[src/rtl/rr_arbiter_pkg.sv]
// Shared types and helpers for the round-robin arbiter.
// Latency: n/a (declarations only).
// Backpressure: n/a.
// Optional feature macro used by this slice: RR_ARB_TIMEOUT_EN.
package arb_pkg;

    // Widest requester vector the index encoder handles.
    localparam int ARB_MAX_N = 32;

    typedef enum logic {ARB_IDLE, ARB_GRANT} arb_state_t;

    // One-hot to binary by OR-ing the indices of set bits; exact for one-hot input.
    function automatic logic [4:0] onehot2bin(input logic [ARB_MAX_N-1:0] oh);
        logic [4:0] b;
        b = '0;
        for (int i = 0; i < ARB_MAX_N; i++) begin
            if (oh[i]) b = b | 5'(i);
        end
        return b;
    endfunction

endpackage

[src/rtl/rr_arbiter_if.sv]
// Request/grant bundle between N clients and the round-robin arbiter.
// Latency: n/a (wires only).
// Backpressure: grant is held until rel, request drop or forced release.
// Ports: req/rel driven by the client side (master); grant, grant_idx,
// grant_vld and timeout driven by the arbiter (slave).
interface rr_arbiter_if #(
    parameter int N = 4
);
    localparam int IW = $clog2(N);

    logic [N-1:0]  req;
    logic          rel;
    logic [N-1:0]  grant;
    logic [IW-1:0] grant_idx;
    logic          grant_vld;
    logic          timeout;

    modport master (
        output req, rel,
        input  grant, grant_idx, grant_vld, timeout
    );

    modport slave (
        input  req, rel,
        output grant, grant_idx, grant_vld, timeout
    );

endinterface

[src/rtl/rr_arbiter_isolate.sv]
// One-hot priority isolator: keeps only the lowest (MSB=0) or highest (MSB=1) set bit.
// Latency: combinational.
// Backpressure: none.
// Ports: in_vec (W bits) -> out_vec (W bits, one-hot or zero).
module rr_arbiter_isolate #(
    parameter int W   = 4,
    parameter bit MSB = 1'b0
) (
    input  logic [W-1:0] in_vec,
    output logic [W-1:0] out_vec
);

    generate
        if (MSB) begin : g_msb
            // Bit-reverse, isolate the lowest bit, reverse back.
            logic [W-1:0] rin;
            logic [W-1:0] rout;
            always_comb begin
                rin = '0;
                for (int i = 0; i < W; i++) rin[i] = in_vec[W-1-i];
            end
            assign rout = rin & (~rin + W'(1));
            always_comb begin
                out_vec = '0;
                for (int i = 0; i < W; i++) out_vec[i] = rout[W-1-i];
            end
        end else begin : g_lsb
            // Two's-complement trick: x & -x leaves the lowest set bit.
            assign out_vec = in_vec & (~in_vec + W'(1));
        end
    endgenerate

endmodule

[src/rtl/rr_arbiter.sv]
// Round-robin arbiter over N requesters with registered, held grants.
// Latency: 1 cycle req -> grant; at least one IDLE cycle between grants.
// Backpressure: grant held until rel, request drop, or (RR_ARB_TIMEOUT_EN) forced release.
// Ports: clk, rst (async active-high); bus (rr_arbiter_if.slave): req, rel in;
// grant, grant_idx, grant_vld, timeout out.
module rr_arbiter
    import arb_pkg::*;
#(
    parameter int N       = 4,
    parameter int TIMEOUT = 256
) (
    input  logic          clk,
    input  logic          rst,
    rr_arbiter_if.slave   bus
);

    localparam int IW = $clog2(N);

    arb_state_t    state;
    logic [N-1:0]  grant_q;
    logic [IW-1:0] idx_q;
    logic [IW-1:0] last_q;
    logic          timeout_q;

    logic [N-1:0]  below_last;
    logic [N-1:0]  masked;
    logic [N-1:0]  iso_masked;
    logic [N-1:0]  iso_req;
    logic [N-1:0]  win;
    logic [IW-1:0] win_idx;
    logic          expire;
    logic          release_now;

    // Bits 0..last inclusive; when last=N-1 the shift wraps to zero and the
    // mask covers everything, so the wrap-around path is taken.
    assign below_last = (N'(2) << last_q) - N'(1);
    assign masked     = bus.req & ~below_last;

    rr_arbiter_isolate #(.W(N), .MSB(1'b0)) u_iso_masked (
        .in_vec  (masked),
        .out_vec (iso_masked)
    );

    rr_arbiter_isolate #(.W(N), .MSB(1'b0)) u_iso_req (
        .in_vec  (bus.req),
        .out_vec (iso_req)
    );

    assign win     = (|masked) ? iso_masked : iso_req;
    assign win_idx = IW'(onehot2bin(ARB_MAX_N'(win)));

`ifdef RR_ARB_TIMEOUT_EN
    localparam int CW = $clog2(TIMEOUT + 1);
    logic [CW-1:0] cnt_q;

    // cnt_q counts completed GRANT cycles; the TIMEOUT-th cycle is the last.
    assign expire = (state == ARB_GRANT) && (cnt_q == CW'(TIMEOUT - 1));

    always_ff @(posedge clk or posedge rst) begin
        if (rst) begin
            cnt_q     <= '0;
            timeout_q <= 1'b0;
        end else begin
            // rel takes precedence: a simultaneous rel reports no timeout.
            timeout_q <= expire & ~bus.rel;
            if (state == ARB_IDLE) cnt_q <= '0;
            else                   cnt_q <= cnt_q + CW'(1);
        end
    end
`else
    logic unused_timeout;
    assign unused_timeout = ^TIMEOUT;
    assign expire         = 1'b0;
    assign timeout_q      = 1'b0;
`endif

    assign release_now = bus.rel | ~bus.req[idx_q] | expire;

    always_ff @(posedge clk or posedge rst) begin
        if (rst) begin
            state   <= ARB_IDLE;
            grant_q <= '0;
            idx_q   <= '0;
            last_q  <= IW'(N - 1);
        end else begin
            case (state)
                ARB_IDLE: begin
                    if (|bus.req) begin
                        state   <= ARB_GRANT;
                        grant_q <= win;
                        idx_q   <= win_idx;
                    end
                end
                ARB_GRANT: begin
                    if (release_now) begin
                        state   <= ARB_IDLE;
                        grant_q <= '0;
                        last_q  <= idx_q;
                    end
                end
                default: begin
                    state   <= ARB_IDLE;
                    grant_q <= '0;
                end
            endcase
        end
    end

    assign bus.grant     = grant_q;
    assign bus.grant_idx = idx_q;
    assign bus.grant_vld = (state == ARB_GRANT);
    assign bus.timeout   = timeout_q;

endmodule
[src/flat_wrapper.sv]
// flat-port wrapper written by rule: the top's interface ports become plain ports
module rr_arbiter_flat import arb_pkg::*;
#(
    parameter int N       = 4,
    parameter int TIMEOUT = 256
)
  (clk, rst, bus_req, bus_rel, bus_grant, bus_grant_idx, bus_grant_vld, bus_timeout);
  rr_arbiter_if #(.N(N)) bus_i ();
  input  logic clk;
  input  logic rst;
  input wire logic [$bits(bus_i.req)-1:0] bus_req;
  input wire logic [$bits(bus_i.rel)-1:0] bus_rel;
  output wire logic [$bits(bus_i.grant)-1:0] bus_grant;
  output wire logic [$bits(bus_i.grant_idx)-1:0] bus_grant_idx;
  output wire logic [$bits(bus_i.grant_vld)-1:0] bus_grant_vld;
  output wire logic [$bits(bus_i.timeout)-1:0] bus_timeout;
  assign bus_i.req = bus_req;
  assign bus_i.rel = bus_rel;
  assign bus_grant = bus_i.grant;
  assign bus_grant_idx = bus_i.grant_idx;
  assign bus_grant_vld = bus_i.grant_vld;
  assign bus_timeout = bus_i.timeout;
  rr_arbiter #(.N(N), .TIMEOUT(TIMEOUT)) u_core (.clk(clk), .rst(rst), .bus(bus_i));
endmodule
[config.mk]
export PLATFORM = sky130hd
export DESIGN_NAME = rr_arbiter_flat
export DESIGN_NICKNAME = d
export VERILOG_FILES = /design/src/rtl/rr_arbiter_pkg.sv /design/src/rtl/rr_arbiter_if.sv /design/src/rtl/rr_arbiter_isolate.sv /design/src/rtl/rr_arbiter.sv /design/src/flat_wrapper.sv
export SDC_FILE = /design/constraint.sdc
export NUM_CORES = 1
export LEC_CHECK = 0
export BUFFER_PORTS_ARGS = -buffer_cell sky130_fd_sc_hd__buf_2
export CELL_PAD_IN_SITES_DETAIL_PLACEMENT = 0
export CELL_PAD_IN_SITES_GLOBAL_PLACEMENT = 2
export CORE_MARGIN = 2
export CORE_UTILIZATION = 31
export CTS_CLUSTER_DIAMETER = 50
export CTS_CLUSTER_SIZE = 8
export DETAILED_ROUTE_END_ITERATION = 7
export GPL_TIMING_DRIVEN = 1
export PLACE_DENSITY_LB_ADDON = 0.08
export SLEW_MARGIN = 20
export SYNTH_ARGS = -nofsm -noshare
export SYNTH_HDL_FRONTEND = slang
export SYNTH_HIERARCHICAL = 1
export SYNTH_SLANG_ARGS = --single-unit
[constraint.sdc]
create_clock -name clk -period 1.55 [get_ports clk]
set_input_delay 0.31 -clock clk [delete_from_list [all_inputs] [get_ports clk]]
set_output_delay 0.31 -clock clk [all_outputs]
set_load 0.05 [all_outputs]
==> metrics.txt <==
outcome=completed; share of cells above drive strength 1=43.8%; Final GP Congestion=0.751; TritonCTS Buffers=3; sequential share of the synthesized area=34.8%; Slew Limit Fails=0; vias per std cell=4.83; Yosys cell types=26; grt total ovfl=0; mux cell area share after synthesis=7.65%; Fin. Hold Viols=0; FP Rows=16; core box area=approximately 2000 µm²; n_diodes=0; Routed Wire Length=1.54 mm; GRT Total Usage=13.9%; Adder-Cell Fraction of Synth Area=0%; most frequent cells in the layout=buf_2, buf_4, nand2_1, conb_1, dfrtp_1; antenna violations before repair=0; Clock power frac=11.8%; die area=2490 µm²; met2 Usage GRT=18.9%; worst reg-to-reg path cell count=5; Worst R2R Start=u_core/last_q[1]; minimum clock period=1450 ps; IO buf count=13; Worst-Margin Slew=around 500 ps; YS warnings=6; leakage power=approximately 0.36 nW; Die Ht=around 50 µm; kind of critical path=flip-flop to flip-flop; combinational fraction of design power=61.2%; dpl hpwl=1.17 mm; die width=approximately 50 µm; Max FO, Critical Path=3; power per cell area=around 1900 nW/µm²; HP Class=primary input to asynchronous set/reset pin; CP endpoint kind=flip-flop; Post-DP Area=786 µm²; clock sinks=9; DRC errors left=0; synthesized cell area=654 µm²; main combinational cell family by area after synthesis=simple AND/OR/NAND/NOR gates; Max Fclk=690 MHz; fin util=between 40% and 50%; final setup fails=0; Setup TNS Final=0 ps; worst reg-to-reg setup slack=100 ps; IO Pins=15; detailed router's first-iteration violation count=8; busiest layer in global routing=met1; sequential share of power=27.0%; Crit path arrival time=between 1500 and 2000 ps; # Max-Cap Violations=0; Synth Area in Compound Gates=19.9%; most common cell after layout, fill and taps aside=buf_2; Worst R2R End=u_core/bus.grant_idx[0]; Synth Area in Simple Gates=31.4%; final worst setup slack=102 ps; Post-Synthesis Cells=66; Startpoint Class=flip-flop; Psw=787 µW; clk_skew=4.11 ps; First-pass DRT Iterations=4; dpl ws=-27.5 ps; CTS tree=done; GR Util met1=about a fifth; H-tree depth=1; drt wl/cell=13.3 µm; Max VDD drop=0.766 mV; Int Pwr=826 µW; sw frac=48.8%; largest net degree at the start of global routing=10; fillers=just over 200; Worst slew margin=66.8%; Tcrit/Tclk final=around 93%; Max clock buf depth=2; Avg Cell Area, Syn=9.91 µm²; fin nets=97; number of global-route vias before repair=between 500 and 600; Clock Tree Root=clkbuf_4; global-route wire length before repair=between 2 and 3 mm; RSZ-0062 raised after global routing=false; antenna viol nets, final=0; synthesized flop and latch total=9; P&R area growth vs syn=28.1%; Initial Util=33.0%; Post-Synth XOR/XNOR Area=0%; grt met3 use=3.64%; worst skew pair latency=270 ps; Clock transition at path regs=approximately 70 ps; fin area=838 µm²; via count=560; required time worst endpoint=1730 ps
## flip-flops by register name, indices dropped and copies added, names as in the netlist
| name | cells |
|---|---|
| u_core/bus.grant | 4 |
| u_core/bus.grant_idx | 2 |
| u_core/bus.grant_vld | 1 |
| u_core/last_q | 2 |
## power groups by stage
| stage | clock network (mW) | registers (mW) | logic, mW |
|---|---|---|---|
| 4_1_cts | 0.201 | 0.428 | 0.956 |
| 3_3_place_gp | 0 | 0.433 | 0.963 |
| 6_report | 0.190 | 0.435 | 0.987 |
| 2_1_floorplan | 0 | 0.670 | 0.454 |
| 3_5_place_dp | 0 | 0.431 | 0.954 |
| 5_1_grt | 0.223 | 0.447 | 1.06 |
## Yosys cell counts
master / number / area share, %
o21bai_2: 1 / 1.7
nor2b_1: 5 / 4.8
dfstp_2: 2 / 8.0
dfrtp_1: 7 / 27
nor4_2: 1 / 1.9
o211ai_1: 4 / 4.6
mux2_4: 2 / 4.6
mux2i_1: 2 / 3.1
a21boi_0: 2 / 2.3
nand4_1: 4 / 3.8
nand3_1: 4 / 3.1
conb_1: 1 / 0.57
nand2b_1: 1 / 0.96
inv_1: 2 / 1.1
buf_4: 4 / 4.6
and3_1: 2 / 1.9
o21bai_1: 1 / 1.1
nand2_1: 6 / 3.4
o221ai_4: 1 / 4.0
a211oi_1: 2 / 2.3
nor4b_2: 2 / 4.6
or2_1: 2 / 1.9
and2_1: 1 / 0.96
o31ai_2: 2 / 3.8
nor2_1: 3 / 1.7
nor3b_1: 2 / 2.3
## metrics by stage
stage | std cells | hold slack [ps] | total power [mW]
6_report | 116 | 9.69 | 1.61
5_1_grt | 116 | 17.1 | 1.73
2_1_floorplan | 70 | 136 | 1.12
4_1_cts | 116 | 14.5 | 1.58
3_5_place_dp | 112 | 310 | 1.39
3_3_place_gp | 112 | 311 | 1.40
## how the worst max path moves through the flow
stage	startpoint	to	slack, ps	cells past startpoint
2_1_floorplan	u_core/bus.grant_idx[0]	u_core/last_q[0]	100	3
3_3_place_gp	bus_req[1]	u_core/bus.grant_idx[0]	-4	6
3_5_place_dp	bus_req[1]	u_core/bus.grant_idx[0]	-30	6
4_1_cts	u_core/last_q[1]	u_core/bus.grant_idx[0]	0.5	5
5_1_grt	u_core/last_q[1]	u_core/bus.grant_idx[0]	7	5
6_report	u_core/last_q[1]	u_core/bus.grant_idx[0]	100	5
## final cells by class
type / count / area (µm²) / share of cell area (%)
Timing Repair Buffer: 19 / 110 / 13.1
Sequential cell: 9 / 230 / 27.5
Multi-Input combinational cell: 55 / 430 / 51.3
Inverter: 2 / 7.51 / 0.896
Tap cell: 27 / 33.8 / 4.03
Clock buffer: 4 / 26.3 / 3.13
## routing by layer
metal	share of wire (%)	vias to the layer above
met5	0	-
met4	1.5	0
met3	4.2	4
met2	43	11
met1	51	262
li1	-	283
## kinds of logic (layout without fill, tap and decap cells)
kind of cell,Yosys count,after routing
and+or+nand+nor,33,33
muxes,4,4
AOI/OAI and AO/OA,13,13
other,1,5
buffers and inverters,6,25
DFF,9,9
## repair_timing
action,CTS,global route
setup buffers,0,0
hold endpoints to repair,0,0
setup endpoints to repair,0,3
resized for setup,0,6
hold buffers,0,0
## critical path, stage by stage, from the launching register on
cell	delay [ps]
dfstp_2	540
nor2b_2	50
nor2b_4	140
nor4b_4	330
a211oi_2	70
o31ai_2	230
No activity file was read; power rests on OpenSTA's default activity.
